File: src/rtl/reg_mem_xfer_if.sv
// Bus bundle between reg_mem_xfer (slave modport) and the CPU/RAM/register-file side (master modport).
// State is mirrored on `state` so checkers can bind to the FSM without reaching into the block.
interface reg_mem_xfer_if #(
  parameter int ADDR_W = 12,
  parameter int NREGS  = 16
);
  localparam int RI_W = $clog2(NREGS);

  // start is a one-cycle request taken only while busy is low; busy stays high
  // through the done pulse, so a requester waits for done before issuing again.
  logic              start;
  logic              dir;
  logic [RI_W-1:0]   first;
  logic [RI_W-1:0]   last;
  logic [ADDR_W-1:0] base;
  logic              busy;
  logic              done;
  logic [RI_W-1:0]   reg_idx;
  logic [7:0]        reg_rdata;
  logic              reg_we;
  logic [7:0]        reg_wdata;
  logic              ram_en;
  logic              ram_wr;
  logic [ADDR_W-1:0] ram_addr;
  logic [7:0]        ram_in;
  logic [7:0]        ram_out;
  logic [ADDR_W-1:0] i_next;
  logic [2:0]        state;

  modport slave (
    input  start, dir, first, last, base, reg_rdata, ram_out,
    output busy, done, reg_idx, reg_we, reg_wdata, ram_en, ram_wr,
           ram_addr, ram_in, i_next, state
  );

  modport master (
    output start, dir, first, last, base, reg_rdata, ram_out,
    input  busy, done, reg_idx, reg_we, reg_wdata, ram_en, ram_wr,
           ram_addr, ram_in, i_next, state
  );
endinterface

File: src/rtl/reg_mem_xfer.sv
// Register-range <-> RAM block mover (CHIP-8 style FX55/FX65). All bus outputs are registered.
// Optional macro XFER_I_INCREMENT_EN: i_next reports base + N on done instead of base.
module reg_mem_xfer #(
  parameter int ADDR_W  = 12,
  parameter int NREGS   = 16,
  parameter int RAM_LAT = 1
) (
  input logic            clk,
  input logic            res,
  reg_mem_xfer_if.slave  bus
);
  localparam int RI_W  = $clog2(NREGS);
  localparam int CNT_W = RI_W + 1;

  localparam logic [RI_W-1:0]   IDX_ONE  = 1;
  localparam logic [CNT_W-1:0]  CNT_ONE  = 1;
  localparam logic [ADDR_W-1:0] ADDR_ONE = 1;
  localparam logic [2:0]        LAT      = 3'(RAM_LAT);

  typedef enum logic [2:0] {
    IDLE, ST_SETUP, ST_WRITE, LD_ISSUE, LD_WAIT, LD_CAPTURE, FINISH
  } state_t;

  state_t             state_q, state_d;
  logic               step_dn_q, step_dn_d;
  logic [ADDR_W-1:0]  base_q, base_d;
  logic [ADDR_W-1:0]  addr_q, addr_d;   // next RAM address to issue
  logic [CNT_W-1:0]   cnt_q, cnt_d;     // bytes not yet issued
  logic [2:0]         wait_q, wait_d;

  logic               busy_q, busy_d;
  logic               done_q, done_d;
  logic [RI_W-1:0]    reg_idx_q, reg_idx_d;
  logic               reg_we_q, reg_we_d;
  logic [7:0]         reg_wdata_q, reg_wdata_d;
  logic               ram_en_q, ram_en_d;
  logic               ram_wr_q, ram_wr_d;
  logic [ADDR_W-1:0]  ram_addr_q, ram_addr_d;
  logic [7:0]         ram_in_q, ram_in_d;
  logic [ADDR_W-1:0]  i_next_q, i_next_d;

  logic [RI_W-1:0]    span;
  logic [CNT_W-1:0]   n_bytes;
  logic [RI_W-1:0]    idx_step;
  logic [ADDR_W-1:0]  i_final;

  assign span     = (bus.first <= bus.last) ? (bus.last - bus.first) : (bus.first - bus.last);
  assign n_bytes  = {1'b0, span} + CNT_ONE;
  assign idx_step = step_dn_q ? (reg_idx_q - IDX_ONE) : (reg_idx_q + IDX_ONE);

`ifdef XFER_I_INCREMENT_EN
  // After the last issue addr_q has advanced exactly N places past base.
  assign i_final = addr_q;
`else
  assign i_final = base_q;
`endif

  always_comb begin
    state_d     = state_q;
    step_dn_d   = step_dn_q;
    base_d      = base_q;
    addr_d      = addr_q;
    cnt_d       = cnt_q;
    wait_d      = wait_q;
    busy_d      = busy_q;
    done_d      = 1'b0;
    reg_idx_d   = reg_idx_q;
    reg_we_d    = 1'b0;
    reg_wdata_d = reg_wdata_q;
    ram_en_d    = ram_en_q;
    ram_wr_d    = ram_wr_q;
    ram_addr_d  = ram_addr_q;
    ram_in_d    = ram_in_q;
    i_next_d    = i_next_q;

    case (state_q)
      IDLE: begin
        busy_d   = 1'b0;
        ram_en_d = 1'b0;
        ram_wr_d = 1'b0;
        if (bus.start) begin
          busy_d    = 1'b1;
          step_dn_d = (bus.first > bus.last);
          base_d    = bus.base;
          reg_idx_d = bus.first;
          if (bus.dir) begin
            state_d    = LD_ISSUE;
            ram_en_d   = 1'b1;
            ram_addr_d = bus.base;
            addr_d     = bus.base + ADDR_ONE;
            cnt_d      = n_bytes - CNT_ONE;
          end else begin
            state_d = ST_SETUP;
            addr_d  = bus.base;
            cnt_d   = n_bytes;
          end
        end
      end

      // Each cycle here registers the byte whose register is currently on reg_idx.
      ST_SETUP, ST_WRITE: begin
        if (cnt_q == '0) begin
          state_d  = FINISH;
          ram_en_d = 1'b0;
          ram_wr_d = 1'b0;
          done_d   = 1'b1;
          i_next_d = i_final;
        end else begin
          state_d    = ST_WRITE;
          ram_en_d   = 1'b1;
          ram_wr_d   = 1'b1;
          ram_addr_d = addr_q;
          ram_in_d   = bus.reg_rdata;
          addr_d     = addr_q + ADDR_ONE;
          cnt_d      = cnt_q - CNT_ONE;
          if (cnt_q > CNT_ONE) reg_idx_d = idx_step;
        end
      end

      LD_ISSUE: begin
        if (RAM_LAT == 0) begin
          state_d     = LD_CAPTURE;
          ram_en_d    = 1'b0;
          reg_we_d    = 1'b1;
          reg_wdata_d = bus.ram_out;
        end else begin
          state_d = LD_WAIT;
          wait_d  = LAT - 3'd1;
        end
      end

      LD_WAIT: begin
        if (wait_q == 3'd0) begin
          state_d     = LD_CAPTURE;
          ram_en_d    = 1'b0;
          reg_we_d    = 1'b1;
          reg_wdata_d = bus.ram_out;
        end else begin
          wait_d = wait_q - 3'd1;
        end
      end

      LD_CAPTURE: begin
        if (cnt_q == '0) begin
          state_d  = FINISH;
          done_d   = 1'b1;
          i_next_d = i_final;
        end else begin
          state_d    = LD_ISSUE;
          ram_en_d   = 1'b1;
          ram_addr_d = addr_q;
          addr_d     = addr_q + ADDR_ONE;
          cnt_d      = cnt_q - CNT_ONE;
          reg_idx_d  = idx_step;
        end
      end

      FINISH: begin
        state_d  = IDLE;
        busy_d   = 1'b0;
        ram_en_d = 1'b0;
        ram_wr_d = 1'b0;
      end

      default: begin
        state_d = IDLE;
        busy_d  = 1'b0;
      end
    endcase
  end

  always_ff @(posedge clk) begin
    if (res) begin
      state_q     <= IDLE;
      step_dn_q   <= 1'b0;
      base_q      <= '0;
      addr_q      <= '0;
      cnt_q       <= '0;
      wait_q      <= '0;
      busy_q      <= 1'b0;
      done_q      <= 1'b0;
      reg_idx_q   <= '0;
      reg_we_q    <= 1'b0;
      reg_wdata_q <= '0;
      ram_en_q    <= 1'b0;
      ram_wr_q    <= 1'b0;
      ram_addr_q  <= '0;
      ram_in_q    <= '0;
      i_next_q    <= '0;
    end else begin
      state_q     <= state_d;
      step_dn_q   <= step_dn_d;
      base_q      <= base_d;
      addr_q      <= addr_d;
      cnt_q       <= cnt_d;
      wait_q      <= wait_d;
      busy_q      <= busy_d;
      done_q      <= done_d;
      reg_idx_q   <= reg_idx_d;
      reg_we_q    <= reg_we_d;
      reg_wdata_q <= reg_wdata_d;
      ram_en_q    <= ram_en_d;
      ram_wr_q    <= ram_wr_d;
      ram_addr_q  <= ram_addr_d;
      ram_in_q    <= ram_in_d;
      i_next_q    <= i_next_d;
    end
  end

  assign bus.busy      = busy_q;
  assign bus.done      = done_q;
  assign bus.reg_idx   = reg_idx_q;
  assign bus.reg_we    = reg_we_q;
  assign bus.reg_wdata = reg_wdata_q;
  assign bus.ram_en    = ram_en_q;
  assign bus.ram_wr    = ram_wr_q;
  assign bus.ram_addr  = ram_addr_q;
  assign bus.ram_in    = ram_in_q;
  assign bus.i_next    = i_next_q;
  assign bus.state     = state_q;
endmodule

File: src/flat_wrapper.sv
// flat-port wrapper written by rule: the top's interface ports become plain ports
module reg_mem_xfer_flat 
#(
  parameter int ADDR_W  = 12,
  parameter int NREGS   = 16,
  parameter int RAM_LAT = 1
)
  (clk, res, bus_start, bus_dir, bus_first, bus_last, bus_base, bus_reg_rdata, bus_ram_out, bus_busy, bus_done, bus_reg_idx, bus_reg_we, bus_reg_wdata, bus_ram_en, bus_ram_wr, bus_ram_addr, bus_ram_in, bus_i_next, bus_state);
  reg_mem_xfer_if #(.ADDR_W(ADDR_W), .NREGS(NREGS)) bus_i ();
  input logic clk;
  input logic res;
  input wire logic [$bits(bus_i.start)-1:0] bus_start;
  input wire logic [$bits(bus_i.dir)-1:0] bus_dir;
  input wire logic [$bits(bus_i.first)-1:0] bus_first;
  input wire logic [$bits(bus_i.last)-1:0] bus_last;
  input wire logic [$bits(bus_i.base)-1:0] bus_base;
  input wire logic [$bits(bus_i.reg_rdata)-1:0] bus_reg_rdata;
  input wire logic [$bits(bus_i.ram_out)-1:0] bus_ram_out;
  output wire logic [$bits(bus_i.busy)-1:0] bus_busy;
  output wire logic [$bits(bus_i.done)-1:0] bus_done;
  output wire logic [$bits(bus_i.reg_idx)-1:0] bus_reg_idx;
  output wire logic [$bits(bus_i.reg_we)-1:0] bus_reg_we;
  output wire logic [$bits(bus_i.reg_wdata)-1:0] bus_reg_wdata;
  output wire logic [$bits(bus_i.ram_en)-1:0] bus_ram_en;
  output wire logic [$bits(bus_i.ram_wr)-1:0] bus_ram_wr;
  output wire logic [$bits(bus_i.ram_addr)-1:0] bus_ram_addr;
  output wire logic [$bits(bus_i.ram_in)-1:0] bus_ram_in;
  output wire logic [$bits(bus_i.i_next)-1:0] bus_i_next;
  output wire logic [$bits(bus_i.state)-1:0] bus_state;
  assign bus_i.start = bus_start;
  assign bus_i.dir = bus_dir;
  assign bus_i.first = bus_first;
  assign bus_i.last = bus_last;
  assign bus_i.base = bus_base;
  assign bus_i.reg_rdata = bus_reg_rdata;
  assign bus_i.ram_out = bus_ram_out;
  assign bus_busy = bus_i.busy;
  assign bus_done = bus_i.done;
  assign bus_reg_idx = bus_i.reg_idx;
  assign bus_reg_we = bus_i.reg_we;
  assign bus_reg_wdata = bus_i.reg_wdata;
  assign bus_ram_en = bus_i.ram_en;
  assign bus_ram_wr = bus_i.ram_wr;
  assign bus_ram_addr = bus_i.ram_addr;
  assign bus_ram_in = bus_i.ram_in;
  assign bus_i_next = bus_i.i_next;
  assign bus_state = bus_i.state;
  reg_mem_xfer #(.ADDR_W(ADDR_W), .NREGS(NREGS), .RAM_LAT(RAM_LAT)) u_core (.clk(clk), .res(res), .bus(bus_i));
endmodule
File: config.mk
export PLATFORM = sky130hd
export DESIGN_NAME = reg_mem_xfer_flat
export DESIGN_NICKNAME = d
export VERILOG_FILES = /design/src/rtl/reg_mem_xfer_if.sv /design/src/rtl/reg_mem_xfer.sv /design/src/flat_wrapper.sv
export SDC_FILE = /design/constraint.sdc
export NUM_CORES = 1
export LEC_CHECK = 0
export CORE_MARGIN = 2
export CORE_UTILIZATION = 45
export DETAILED_ROUTE_END_ITERATION = 12
export HOLD_SLACK_MARGIN = 0.02
export PLACE_DENSITY = 0.71
export SETUP_SLACK_MARGIN = 0.05
export SKIP_LAST_GASP = 1
export SLEW_MARGIN = 15
export SYNTH_ARGS = -nofsm -noshare
export SYNTH_HDL_FRONTEND = slang
export SYNTH_SLANG_ARGS = --single-unit
File: constraint.sdc
create_clock -name clk -period 5.2 [get_ports clk]
set_input_delay 0.52 -clock clk [delete_from_list [all_inputs] [get_ports clk]]
set_output_delay 0.52 -clock clk [all_outputs]
set_load 0.02 [all_outputs]
# Word-level counts from Yosys, hierarchy flattened
# Index checks and enable logic that the tools add are counted.
op_classes:
  order_cmp: 3
  n_addsub: 10
  mux: 38
  n_bitwise: 3
  n_reduce_logical: 24
  eq_ne: 14
ops:
  columns: ["op", "count"]
  rows:
  - ["two-way mux 12 bit", 6]
  - ["one-hot mux 12 bit (2 select lines)", 2]
  - ["adder 12 x 1 -> 12 bit (second input constant)", 2]
  - ["two-way mux 4 bit", 6]
  - ["two-way mux 3 bit", 5]
  - ["two-way mux 5 bit", 3]
  - ["one-hot mux 3 bit (5 select lines)", 1]
  - ["inequality test 2 bit (second input constant)", 6]
  - ["one-hot mux 4 bit (3 select lines)", 1]
  - ["AND reduction 2 bit", 6]
  - ["one-hot mux 5 bit (2 select lines)", 1]
  - ["subtractor 5 x 1 -> 5 bit (second input constant)", 2]
  - ["== test 3 bit (second input constant)", 3]
  - ["two-way mux 1 bit", 8]
  - ["OR reduction 2 bit", 4]
  - ["subtractor 4 bit", 2]
  - ["== test 3 x 2 -> 1 bit (second input constant)", 2]
  - ["logical NOT 3 bit", 2]
  - ["one-hot mux 3 bit (2 select lines)", 1]
  - ["AND reduction 3 bit", 2]
  - ["nonzero test 2 bit", 3]
  - ["adder 4 x 1 -> 5 bit (second input constant)", 1]
  - ["> comparator 5 x 1 -> 1 bit (second input constant)", 1]
  - ["logical NOT 5 bit", 1]
  - ["other kinds (17)", 21]
word_totals:
  out_inout_bits: 52
  input_bits: 40
  elab_cells: 108
  register_bits: 85

# Depth between registers and ports, before layout
logic_depth:
  depth_word: 7
  mapped_depth: 12
  depth_no_buf: 12

# Least setup slack after synthesis
# Ideal clock, no wire load.
synth_timing:
  kind: "input -> register"
  startpoint: "input bus_first[0]"
  endpoint: "register u_core.cnt_q[3]"
  path_buffers: 0
  path_stages: 11
  setup_ns: 0.065
  setup_slack_ns: 1.906
  arrival_time_ns: 3.229
  required_time_ns: 5.135
  cell_sequence: "inv_1 -> ha_1 -> inv_1 -> fa_1 -> a211oi_2 -> nor3_2 -> mux2_2 -> ha_1 -> or4_1 -> or4_1 -> nand4b_1"
synth_between:
  elab_chain_len: 7
  elab_cells_between_ends: 9
  cone_classes: "add/sub: 4; order compare: 1; mux: 4"
synth_lines:
  columns: ["element", "line_no", "text"]
  rows:
  - ["start, declared", "flat_wrapper.sv:14", "input wire logic [$bits(bus_i.first)-1:0] bus_first;"]
  - ["subtractor 4 bit / <= comparator 4 bit (equally long branches)", "reg_mem_xfer.sv:47", "assign span = (bus.first <= bus.last) ? (bus.last - bus.first) : (bus.first - bus.last);"]
  - ["two-way mux 4 bit *", "reg_mem_xfer.sv:47", null]
  - ["adder 4 x 1 -> 5 bit *", "reg_mem_xfer.sv:48", "assign n_bytes = {1'b0, span} + CNT_ONE;"]
  - ["subtractor 5 x 1 -> 5 bit", "reg_mem_xfer.sv:91", "cnt_d = n_bytes - CNT_ONE;"]
  - ["two-way mux 5 bit *", "reg_mem_xfer.sv:86", "if (bus.dir) begin"]
  - ["two-way mux 5 bit *", "reg_mem_xfer.sv:81", "if (bus.start) begin"]
  - ["one-hot mux 5 bit (2 select lines) *", "reg_mem_xfer.sv:76", "case (state_q)"]
  - ["end signal, assigned", "reg_mem_xfer.sv:195", "cnt_q <= cnt_d;"]
  - ["end, declared", "reg_mem_xfer.sv:28", "logic [CNT_W-1:0] cnt_q, cnt_d;"]
# Every way passes the cells marked *; elsewhere a longest branch is shown, timed or not. The select of a mux whose other input is x is not followed.
# A chain may end at the register's enable or synchronous reset.

# Final worst setup path
layout_timing:
  startpoint: "input bus_last[2]"
  endpoint: "register u_core.cnt_q[3]"
layout_between:
  elab_chain_len: 7
  elab_cells_between_ends: 9
  cone_classes: "add/sub: 4; order compare: 1; mux: 4"
layout_lines:
  columns: ["element", "line_no", "text"]
  rows:
  - ["start, declared", "flat_wrapper.sv:15", "input wire logic [$bits(bus_i.last)-1:0] bus_last;"]
  - ["subtractor 4 bit / <= comparator 4 bit (equally long branches)", "reg_mem_xfer.sv:47", null]
  - ["two-way mux 4 bit *", "reg_mem_xfer.sv:47", null]
  - ["adder 4 x 1 -> 5 bit *", "reg_mem_xfer.sv:48", null]
  - ["subtractor 5 x 1 -> 5 bit", "reg_mem_xfer.sv:91", null]
  - ["two-way mux 5 bit *", "reg_mem_xfer.sv:86", null]
  - ["two-way mux 5 bit *", "reg_mem_xfer.sv:81", null]
  - ["one-hot mux 5 bit (2 select lines) *", "reg_mem_xfer.sv:76", null]
# Marked as above.

==> impl_metrics.py <==
metrics = {
    "synthesis": {
        "syn-num-nets": 660,
        "yosysWarnings": 0,
        "synth_area_leaders": "dfxtp_1 37%, a21oi_1 9.2%, nand2_1 8.8%, nor2_1 5.0%, ha_1 4.6%",
        "async_flop_share": 0,
        "yosys.area.top_type": "dfxtp_1",
        "synth_area_per_cell_sq_um": 7.714,
        "syn-cell-area_sq_um": 4628,
        "ys_seq_area_frac": 0.3677,
        "synth_ff_type": "dfxtp_1",
        "ys_ff_latch": 85,
        "yosysMostFrequentCell": "nand2_1",
        "synth-edff-count": 0,
        "synth_commonest_cells": "109 x nand2_1, 85 x a21oi_1, 85 x dfxtp_1",
        "netlist_instances": 600,
        "synth_cell_types": 58,
        "synth_top_area_share": 0.3677,
    },
    "placed_design": {
        "gp_congestion": 0.8535,
        "dp.cells": 797,
        "port_buffers": 91,
        "hpwl_mm": 8.234,
    },
    "floorplan": {
        "die_x_um": 105.4,
        "io_pins": 92,
        "rows": 37,
        "start_util": 0.4565,
        "core_area_sq_um": 10140,
        "dieHeight_um": 105.4,
        "die_area_sq_um": 11110,
    },
    "timing": {
        "tightest_slew_ns": 1.059,
        "holdWs_ns": 0.4582,
        "period_share": 0.7078,
        "slew_viol_final": 0,
        "rsz0062_at_grt": "false",
        "fin_skew_ns": 0.01742,
        "max-slew-margin-rel": 0.2936,
        "max_freq_mhz": 271.7,
        "finalSetupViolCount": 0,
        "post-route-min-period_ns": 3.681,
        "hold_viol": 0,
        "fin_setup_tns_ns": 0,
    },
    "worst_setup_path": {
        "arrival_ns": 3.98,
        "worstSetupEndpointType": "register",
        "cp_data_required_time_ns": 5.50,
        "critPathMaxFanout": 13,
        "startpoint_type": "input port",
        "critical_path_class": "input port to register",
    },
    "clock_network": {
        "cts_resized": 0,
        "clock-root-buffer": "clkbuf_8",
        "cts-buffers-inserted": 9,
        "cts_tree": "done",
        "clock_latency_ns": 0.36,
        "hold_buffers": 0,
        "clock_path_buffers": 2,
        "cts.clk_slew.worst_paths_ns": 0.09,
        "cts_setup_buffers": 0,
        "cts_sinks": 85,
        "h-tree-depth": 3,
    },
    "power": {
        "clkPwrFrac": 0.152,
        "p_per_area_nw_per_um2": 489.8,
        "p_switching_mw": 1.252,
        "cellLeakagePower_nw": 2.155,
        "finalPower_mw": 2.831,
        "max-vdd-ir-drop_mv": 0.2538,
        "pwr-share-seq": 0.355,
        "intPower_mw": 1.579,
        "p_comb_frac": 0.493,
        "swShare": 0.4422,
    },
    "run": {
        "max-cap-violations": 0,
    },
    "final_layout": {
        "n_fill_cell": 942,
        "nets": 732,
        "seq_area_sq_um": 1702,
        "finalNonFillerCells": 813,
        "diodes": 0,
        "multi_input_area_sq_um": 2708,
        "postLayoutCoreUtil": 0.5702,
        "area_growth_pct": 24.90,
        "drive_gt1_frac": 0.05170,
    },
    "drt": {
        "antenna_left": 0,
        "drtPass1Iterations": 5,
        "routed_via_density": 5.428,
        "drt-initial-drc-count": 272,
        "vias": 4413,
        "route.met3.wl_um": 936,
        "maxUsedRoutingLayer": "met4",
        "wl_met2_mm": 5.341,
        "wl_met1_mm": 5.407,
        "wirelength_mm": 11.76,
        "drc": 0,
        "wl_per_cell_um": 14.46,
    },
    "outcome": {
        "status": "complete, no violations",
    },
    "global_routing": {
        "grt_pass1_vias": 4123,
        "overflow": 0,
        "gr-usage-all-layers": 0.2126,
        "grt_antenna_before_repair": 0,
        "grt_max_degree": 89,
        "grt_pass1_wl_mm": 19.48,
    },
    "hold_path": {
        "hp-class": "register to register",
    },
}
==> power groups by stage <==
stage	Sequential (mW)	Clock (mW)	Combinational (mW)
final	1.00	0.431	1.40
after global routing	1.03	0.473	1.55
after CTS	1.00	0.438	1.40
after detailed placement	1.01	0	1.39
after global placement	1.00	0	1.37
after floorplan	1.07	0	0.882
==> cells in the final DEF, fill, tap and decap left out, drive strengths merged, types with 3 or more instances in the layout <==
| cell type | Yosys | routed |
|---|---|---|
| mux2i | 21 | 21 |
| a31oi | 4 | 4 |
| nor4b | 3 | 3 |
| clkdlybuf4s50 | 0 | 90 |
| ha | 17 | 17 |
| inv | 22 | 23 |
| nor2 | 64 | 64 |
| nand3b | 4 | 4 |
| a22oi | 3 | 3 |
| a21oi | 85 | 85 |
| nand4 | 4 | 4 |
| nand2b | 5 | 5 |
| nor2b | 8 | 8 |
| o21ai | 24 | 24 |
| fa | 3 | 3 |
| mux2 | 3 | 3 |
| a211oi | 7 | 7 |
| or3 | 4 | 4 |
| clkbuf | 25 | 10 |
| nor4 | 5 | 5 |
| clkinvlp | 0 | 3 |
| buf | 10 | 6 |
| nor3 | 18 | 18 |
| xnor2 | 14 | 14 |
| xor2 | 8 | 8 |
| nand4b | 3 | 3 |
| nand2 | 109 | 109 |
| nand3 | 13 | 13 |
| or4 | 3 | 3 |
| dfxtp | 85 | 85 |
==> per-stage QoR <==
stage | setup slack (ns) | area (sq um)
after detailed placement | 1.156 | 5605
after CTS | 1.532 | 5781
after global placement | 1.286 | 5605
after global routing | 1.324 | 5781
after floorplan | 1.906 | 4628
final | 1.519 | 5781
==> state kept, by name, indices dropped and copies added (netlist names), 3 cells and up <==
name                  cells
u_core.base_q            12
u_core.bus.i_next        12
u_core.bus.state          3
u_core.bus.ram_in         8
u_core.bus.reg_wdata      8
u_core.cnt_q              5
u_core.bus.reg_idx        4
u_core.addr_q            12
u_core.bus.ram_addr      12
u_core.wait_q             3
==> worst max-delay path, cell delays in order <==
cell	delay, ns
clkdlybuf4s50_1	0.49
inv_1	0.05
ha_1	0.55
a211oi_2	0.19
nor3_2	0.43
mux2_2	0.41
ha_1	0.32
or4_1	0.51
or4_1	0.40
nand4b_1	0.10
==> metal layers <==
metal  global-route usage  vias up
met5                    0        -
met4              0.06095        0
met3              0.05875        8
met2               0.3336      150
met1               0.2856     2041
li1                     -     2214
==> cell type report <==
type	count	area share
timing repair buffer	96	0.1632
clock inverter	6	0.008225
tap	136	0.02944
sequential	85	0.2944
inverter	22	0.01429
clock buffer	10	0.02208
multi-input combinational	458	0.4684
==> cell families after synthesis <==
group                      after synthesis  share of synthesized area
adders and majority gates               20                    0.05893
buffers and inverters                   57                    0.04812
and+or+nand+nor                        249                     0.2495
DFF                                     85                     0.3677
AOI/OAI and AO/OA                      143                     0.1806
xor gates and xnor gates                22                    0.04163
muxes                                   24                    0.05353
==> path summary, 6_finish.rpt <==
check / start / endpoint / slack (ns) / cells past startpoint
min reg2reg: u_core.base_q[11] / u_core.bus.i_next[11] / 0.46 / 2
max: bus_last[2] / u_core.cnt_q[3] / 1.52 / 10
max reg2reg: u_core.bus.state[2] / u_core.bus.reg_idx[1] / 2.11 / 7
min: u_core.base_q[11] / u_core.bus.i_next[11] / 0.46 / 2
Note: power is estimated with default switching activity, not from simulation.
